<file path="src/rtl/bitcount_arbiter_if.sv">
// Requester and engine bus for bitcount_arbiter.
// The master modport is the arbiter; the slave modport is the requester/engine side.
interface bitcount_arbiter_if #(
    parameter int unsigned NUM_REQ = 4,
    parameter int unsigned DATA_W  = 8,
    parameter int unsigned RES_W   = 4
);
    logic [NUM_REQ-1:0]        req;
    logic [NUM_REQ*DATA_W-1:0] req_data;
    logic [NUM_REQ-1:0]        grant;
    logic [NUM_REQ-1:0]        resp_valid;
    logic [RES_W-1:0]          resp_result;
    logic                      resp_err;
    logic                      busy;
    logic                      eng_start;
    logic [DATA_W-1:0]         eng_value;
    logic [RES_W-1:0]          eng_result;
    logic                      eng_done;

    modport master (
        input  req, req_data, eng_result, eng_done,
        output grant, resp_valid, resp_result, resp_err, busy, eng_start, eng_value
    );

    modport slave (
        output req, req_data, eng_result, eng_done,
        input  grant, resp_valid, resp_result, resp_err, busy, eng_start, eng_value
    );
endinterface

</file>
<file path="src/rtl/bitcount_arbiter.sv">
// Round-robin arbiter sharing one bit-count engine between NUM_REQ requesters.
// Define BCARB_TIMEOUT_EN to add a RUN-state watchdog that reports resp_err.
module bitcount_arbiter #(
    parameter int unsigned NUM_REQ        = 4,
    parameter int unsigned DATA_W         = 8,
    parameter int unsigned RES_W          = 4,
    parameter int unsigned TIMEOUT_CYCLES = 32
) (
    input  logic               clk,
    input  logic               reset,
    bitcount_arbiter_if.master bus
);
    localparam int unsigned IDX_W = $clog2(NUM_REQ);

    generate
        if (NUM_REQ < 2 || NUM_REQ > 8 || (1 << RES_W) <= DATA_W || TIMEOUT_CYCLES < 1) begin : g_bad_cfg
            $error("bitcount_arbiter: illegal parameter combination");
        end
    endgenerate

    typedef enum logic [1:0] {IDLE, LOAD, RUN, RELEASE} state_e;

    state_e             state_q, state_d;
    logic [NUM_REQ-1:0] grant_q, grant_d;
    logic [NUM_REQ-1:0] resp_valid_q, resp_valid_d;
    logic [RES_W-1:0]   resp_result_q, resp_result_d;
    logic               eng_start_q, eng_start_d;
    logic [DATA_W-1:0]  eng_value_q, eng_value_d;
    logic [IDX_W-1:0]   rr_ptr_q, rr_ptr_d;
    logic [IDX_W-1:0]   winner_q, winner_d;
    logic               busy_q, busy_d;

    logic [DATA_W-1:0]  req_word [NUM_REQ];
    logic               win_found;
    logic [IDX_W-1:0]   win_idx;

`ifdef BCARB_TIMEOUT_EN
    localparam int unsigned TMO_W = $clog2(TIMEOUT_CYCLES + 1);
    logic [TMO_W-1:0] tmo_q, tmo_d;
    logic             err_q, err_d;
    logic             resp_err_q, resp_err_d;
`endif

    for (genvar g = 0; g < NUM_REQ; g++) begin : g_word
        assign req_word[g] = bus.req_data[g*DATA_W +: DATA_W];
    end

    // First set request after rr_ptr, wrapping modulo NUM_REQ.
    always_comb begin
        win_found = 1'b0;
        win_idx   = '0;
        for (int unsigned k = 1; k <= NUM_REQ; k++) begin
            if (!win_found && bus.req[IDX_W'((32'(rr_ptr_q) + k) % NUM_REQ)]) begin
                win_found = 1'b1;
                win_idx   = IDX_W'((32'(rr_ptr_q) + k) % NUM_REQ);
            end
        end
    end

    always_comb begin
        state_d       = state_q;
        grant_d       = grant_q;
        resp_valid_d  = '0;
        resp_result_d = resp_result_q;
        eng_start_d   = eng_start_q;
        eng_value_d   = eng_value_q;
        rr_ptr_d      = rr_ptr_q;
        winner_d      = winner_q;
`ifdef BCARB_TIMEOUT_EN
        tmo_d         = tmo_q;
        err_d         = err_q;
        resp_err_d    = 1'b0;
`endif
        case (state_q)
            IDLE: begin
                if (win_found) begin
                    winner_d    = win_idx;
                    grant_d     = NUM_REQ'(1) << win_idx;
                    eng_value_d = req_word[win_idx];
                    eng_start_d = 1'b0;
                    state_d     = LOAD;
`ifdef BCARB_TIMEOUT_EN
                    err_d       = 1'b0;
`endif
                end
            end
            // Engine idles one cycle with start low so it picks up eng_value.
            LOAD: begin
                eng_start_d = 1'b1;
                state_d     = RUN;
`ifdef BCARB_TIMEOUT_EN
                tmo_d       = '0;
`endif
            end
            RUN: begin
                if (bus.eng_done) begin
                    resp_result_d = bus.eng_result;
                    eng_start_d   = 1'b0;
                    state_d       = RELEASE;
                end
`ifdef BCARB_TIMEOUT_EN
                else if (tmo_q == TMO_W'(TIMEOUT_CYCLES)) begin
                    resp_result_d = '0;
                    eng_start_d   = 1'b0;
                    err_d         = 1'b1;
                    state_d       = RELEASE;
                end else begin
                    tmo_d = tmo_q + TMO_W'(1);
                end
`endif
            end
            // Waiting for done low guarantees a fresh rise in the next RUN.
            RELEASE: begin
                eng_start_d = 1'b0;
                if (!bus.eng_done) begin
                    resp_valid_d = NUM_REQ'(1) << winner_q;
                    grant_d      = '0;
                    rr_ptr_d     = winner_q;
                    state_d      = IDLE;
`ifdef BCARB_TIMEOUT_EN
                    resp_err_d   = err_q;
`endif
                end
            end
            default: state_d = IDLE;
        endcase
        busy_d = (state_d != IDLE);
    end

    always_ff @(posedge clk or negedge reset) begin
        if (!reset) begin
            state_q       <= IDLE;
            grant_q       <= '0;
            resp_valid_q  <= '0;
            resp_result_q <= '0;
            eng_start_q   <= 1'b0;
            eng_value_q   <= '0;
            rr_ptr_q      <= IDX_W'(NUM_REQ - 1);
            winner_q      <= '0;
            busy_q        <= 1'b0;
`ifdef BCARB_TIMEOUT_EN
            tmo_q         <= '0;
            err_q         <= 1'b0;
            resp_err_q    <= 1'b0;
`endif
        end else begin
            state_q       <= state_d;
            grant_q       <= grant_d;
            resp_valid_q  <= resp_valid_d;
            resp_result_q <= resp_result_d;
            eng_start_q   <= eng_start_d;
            eng_value_q   <= eng_value_d;
            rr_ptr_q      <= rr_ptr_d;
            winner_q      <= winner_d;
            busy_q        <= busy_d;
`ifdef BCARB_TIMEOUT_EN
            tmo_q         <= tmo_d;
            err_q         <= err_d;
            resp_err_q    <= resp_err_d;
`endif
        end
    end

    assign bus.grant       = grant_q;
    assign bus.resp_valid  = resp_valid_q;
    assign bus.resp_result = resp_result_q;
    assign bus.busy        = busy_q;
    assign bus.eng_start   = eng_start_q;
    assign bus.eng_value   = eng_value_q;
`ifdef BCARB_TIMEOUT_EN
    assign bus.resp_err    = resp_err_q;
`else
    assign bus.resp_err    = 1'b0;
`endif
endmodule

</file>
<file path="src/flat_wrapper.sv">
// flat-port wrapper written by rule: the top's interface ports become plain ports
module bitcount_arbiter_flat 
#(
    parameter int unsigned NUM_REQ        = 4,
    parameter int unsigned DATA_W         = 8,
    parameter int unsigned RES_W          = 4,
    parameter int unsigned TIMEOUT_CYCLES = 32
)
  (clk, reset, bus_req, bus_req_data, bus_eng_result, bus_eng_done, bus_grant, bus_resp_valid, bus_resp_result, bus_resp_err, bus_busy, bus_eng_start, bus_eng_value);
  bitcount_arbiter_if #(.NUM_REQ(NUM_REQ), .DATA_W(DATA_W), .RES_W(RES_W)) bus_i ();
  input  logic clk;
  input  logic reset;
  input wire logic [$bits(bus_i.req)-1:0] bus_req;
  input wire logic [$bits(bus_i.req_data)-1:0] bus_req_data;
  input wire logic [$bits(bus_i.eng_result)-1:0] bus_eng_result;
  input wire logic [$bits(bus_i.eng_done)-1:0] bus_eng_done;
  output wire logic [$bits(bus_i.grant)-1:0] bus_grant;
  output wire logic [$bits(bus_i.resp_valid)-1:0] bus_resp_valid;
  output wire logic [$bits(bus_i.resp_result)-1:0] bus_resp_result;
  output wire logic [$bits(bus_i.resp_err)-1:0] bus_resp_err;
  output wire logic [$bits(bus_i.busy)-1:0] bus_busy;
  output wire logic [$bits(bus_i.eng_start)-1:0] bus_eng_start;
  output wire logic [$bits(bus_i.eng_value)-1:0] bus_eng_value;
  assign bus_i.req = bus_req;
  assign bus_i.req_data = bus_req_data;
  assign bus_i.eng_result = bus_eng_result;
  assign bus_i.eng_done = bus_eng_done;
  assign bus_grant = bus_i.grant;
  assign bus_resp_valid = bus_i.resp_valid;
  assign bus_resp_result = bus_i.resp_result;
  assign bus_resp_err = bus_i.resp_err;
  assign bus_busy = bus_i.busy;
  assign bus_eng_start = bus_i.eng_start;
  assign bus_eng_value = bus_i.eng_value;
  bitcount_arbiter #(.NUM_REQ(NUM_REQ), .DATA_W(DATA_W), .RES_W(RES_W), .TIMEOUT_CYCLES(TIMEOUT_CYCLES)) u_core (.clk(clk), .reset(reset), .bus(bus_i));
endmodule
</file>
<file path="config.mk">
export PLATFORM = sky130hd
export DESIGN_NAME = bitcount_arbiter_flat
export DESIGN_NICKNAME = d
export VERILOG_FILES = /design/src/rtl/bitcount_arbiter_if.sv /design/src/rtl/bitcount_arbiter.sv /design/src/flat_wrapper.sv
export SDC_FILE = /design/constraint.sdc
export NUM_CORES = 1
export LEC_CHECK = 0
export ABC_AREA = 1
export BUFFER_PORTS_ARGS = -buffer_cell sky130_fd_sc_hd__buf_2
export CORE_ASPECT_RATIO = 1.25
export CORE_MARGIN = 2
export CORE_UTILIZATION = 45
export CTS_BUF_LIST = sky130_fd_sc_hd__clkbuf_8
export CTS_CLUSTER_SIZE = 12
export DETAILED_ROUTE_END_ITERATION = 8
export PLACE_DENSITY = 0.81
export SYNTH_ARGS = -nofsm -noshare
export SYNTH_HDL_FRONTEND = slang
export SYNTH_SLANG_ARGS = --single-unit
</file>
<file path="constraint.sdc">
create_clock -name clk -period 2 [get_ports clk]
set_input_delay 0.2 -clock clk [delete_from_list [all_inputs] [get_ports clk]]
set_output_delay 0.2 -clock clk [all_outputs]
set_load 0.02 [all_outputs]
</file>
==> metrics.md <==
| Metric | Value |
|---|---|
| Outcome | complete, but fails checks |
| Failing checks | negative setup slack |
| Max Slew Vio Count | 0 |
| Routed wire per std cell | 12.0 um |
| Core Region | 3510 um2 |
| Slew @ Worst Pin | 0.607 ns |
| Vias | 1727 |
| WS Path Type | register to register |
| Mux share of post-synthesis cell area | 2.69% |
| Placer Congestion | 0.826 |
| Syn avg cell area | 7.35 um2 |
| Largest family of logic cells by synthesized area | simple AND/OR/NAND/NOR gates |
| Clock slew at reported path FFs | 0.09 ns |
| Post-synthesis cell type count | 33 |
| Post-synthesis adder-cell area fraction | 0% |
| Syn Inst Count | 228 |
| CTS tree | done |
| Layout Cells excl Fill | 340 |
| GRT Total Usage | 19.7% |
| RSZ-0062 raised after global routing | true |
| Sequential cell area fraction in the yosys report | 42.0% |
| Slew HR | 59.6% |
| Cts bufs inserted | 3 |
| Antenna-violating nets left | 0 |
| TritonRoute pass-1 iters | 4 |
| CTS H-tree depth | 1 |
| Remaining Overflow, GRT | 0 |
| First-pass GRT wire length | 6.64 mm |
| Post-Synth XOR/XNOR Area | 0% |
| Synthesized Nets | 271 |
| Layout Nets | 345 |
| Pleak | 1.30 nW |
| Yosys reg bits | 28 |
| Worst Path Arrival | 2.20 ns |
| FP Rows | 24 |
| Achievable Freq | 494 MHz |
| CTS Buffer Depth | 2 |
| Die Ht | 72.2 um |
| Simple-Gate Fraction of Synth Area | 44.2% |
| Largest net degree at the start of global routing | 29 |
| Top FF cell, synth | dfrtp_1 |
| Antenna diodes | 0 |
| Area contributors post-synth | dfrtp_1 39%, nand2_1 23%, nand3_1 7.5%, nand2_2 6.7%, dfstp_2 3.1% |
| Startpoint types | register |
| Clock skew | 0.00137 ns |
| EDFF count, synth | 0 |
| 1st-iter DRT viols | 54 |
| Setup tns final | -0.0490 ns |
| Compound-Gate Fraction of Synth Area | 4.33% |
| Top cells by instance count after synthesis | 101 x nand2_1, 26 x dfrtp_1, 25 x nand3_1 |
| Post-synth ARST share | 100% |
| Crit share post-route | 101% |
| Setup WS post-layout | -0.0231 ns |
| Clock Latency Late Sink | 0.27 ns |
| Worst Hold Class | input port to register |
| Die area | 4230 um2 |
| Detailed-route wire length | 4.07 mm |
| Hold_ws | 0.149 ns |
| Area grow syn2layout | 37.2% |
| Root Driver | clkbuf_8 |
| Most frequent cell after synthesis | nand2_1 |
| Most area-hungry cell type in the Yosys netlist | dfrtp_1 |
| Max-cap violations | 0 |
| Post-route DRC | 0 |
| Pre-CTS WS | 0.0148 ns |
| Final hold vios | 0 |
| Setup crit end kind | register |
| Share of cells above drive strength 1 | 45.5% |
| Final min period | 2.02 ns |
| Power per standard cell area | 1970 nW/um2 |
| Crit path max fanout | 7 |
| # placed instances | 329 |
| Vias per std cell | 5.08 |
| Port Buffers | 64 |
| Clock Sinks | 28 |
| Yosys warnings | 0 |
| Initial antenna violation count | 0 |
| Number of global-route vias before repair | 1634 |
| HPWL Detailed | 2.94 mm |
| Die Width | 58.6 um |
| IO Count | 66 |
| WP data required | 2.17 ns |
| Synthesized cell area | 1680 um2 |
| Initial core utilization | 47.7% |
| VDD IR max | 1240 uV |
| Count of final setup violators | 3 |
| Yosys top cell area share | 38.8% |
## critical path, stage by stage, from the launching register on
cell,delay [ns]
dfstp_2,0.62
clkinv_4,0.09
buf_6,0.13
nand2_4,0.07
nand2_2,0.06
nand2_2,0.08
nand2_4,0.07
a21oi_2,0.17
nand2_4,0.12
clkbuf_16,0.18
nand3_1,0.07
nand2_1,0.05
nand2_1,0.05
nand2_1,0.05
nand2_1,0.07
nand2_1,0.05
## state kept, by name (all words and copies together) (netlist names)
register / flops
u_core.bus.resp_result: 4
u_core.bus.grant: 4
u_core.bus.busy: 1
u_core.winner_q: 2
u_core.bus.eng_start: 1
u_core.bus.eng_value: 8
u_core.state_q: 2
u_core.rr_ptr_q: 2
u_core.bus.resp_valid: 4
## repair_timing
| action | 4_1_cts | 5_1_grt |
|---|---|---|
| hold buffers | 1 | 0 |
| setup buffers | 0 | 5 |
| pin swaps | 0 | 11 |
| hold endpoints to repair | 26 | 0 |
| gates resized for setup | 1 | 31 |
| setup endpoints to repair | 1 | 13 |
| gates cloned | 0 | 1 |
## where the power goes
group	internal [W]	switching (W)	leakage [nW]	total [W]
registers	0.000817	0.000150	0.348	0.000968
logic	0.00118	0.00193	0.915	0.00311
clock network	0.000268	0.000176	0.0357	0.000444
total	0.00227	0.00226	1.30	0.00453
## layer usage
| metal | up-vias | track usage (%) | share of wire [%] |
|---|---|---|---|
| met5 | - | 0 | 0 |
| li1 | 860 | - | - |
| met3 | 6 | 3.03 | 6.8 |
| met2 | 84 | 34.8 | 52 |
| met4 | 0 | 6.31 | 1.4 |
| met1 | 777 | 24.3 | 39 |
## layout make-up
class | count | area, um2
clock buffer | 3 | 41.3
clock inverter | 1 | 30.0
fill | 308 | 1210
inverter | 13 | 60.1
multi-input combinational | 179 | 953
sequential | 28 | 703
tap | 39 | 48.8
timing repair buffer | 77 | 462
## metrics by stage
step	total power (W)	cell area, um2	util, %
5_1_grt	0.00493	2300	65.4
2_1_floorplan	0.00303	1680	-
3_3_place_gp	0.00357	2040	58.2
3_5_place_dp	0.00362	2040	58.2
6_report	0.00453	2300	65.4
4_1_cts	0.00411	2130	60.7
## final timing paths
check                      cells past startpoint                               endpoint  slack (ns)                           startpoint
max in group asynchronous                      2            u_core.state_q[1]$_DFF_PN0_        1.15                                reset
min in group asynchronous                      2     u_core.bus.resp_valid[3]$_DFF_PN0_        0.46                                reset
min                                            2  u_core.bus.resp_result[1]$_DFFE_PN0P_        0.15                    bus_eng_result[1]
max reg2reg                                   15    u_core.bus.eng_value[2]$_DFFE_PN0P_       -0.02       u_core.rr_ptr_q[0]$_DFFE_PN1P_
min reg2reg                                    2    u_core.bus.eng_value[1]$_DFFE_PN0P_        0.48  u_core.bus.eng_value[1]$_DFFE_PN0P_
max                                           15    u_core.bus.eng_value[2]$_DFFE_PN0P_       -0.02       u_core.rr_ptr_q[0]$_DFFE_PN1P_
## logic make-up after synthesis
logic type | Yosys count
AOI/OAI and AO/OA | 10
buffers and inverters | 21
and+or+nand+nor | 164
other | 1
DFF | 28
muxes | 4
## layout by cell type, fill, tap and decap left out, types with 2 or more instances in the layout
| cell type | instances |
|---|---|
| nand3_1 | 17 |
| nor2_1 | 8 |
| clkbuf_8 | 3 |
| nand2_2 | 22 |
| nand2_1 | 94 |
| inv_2 | 3 |
| nor2_4 | 2 |
| nor2_2 | 2 |
| mux2_2 | 4 |
| buf_4 | 8 |
| nand3_2 | 9 |
| inv_1 | 7 |
| nand2_4 | 5 |
| buf_2 | 64 |
| dfstp_2 | 2 |
| dfrtp_1 | 26 |
| o21ai_0 | 2 |
No activity file was read; power rests on OpenSTA's default activity.
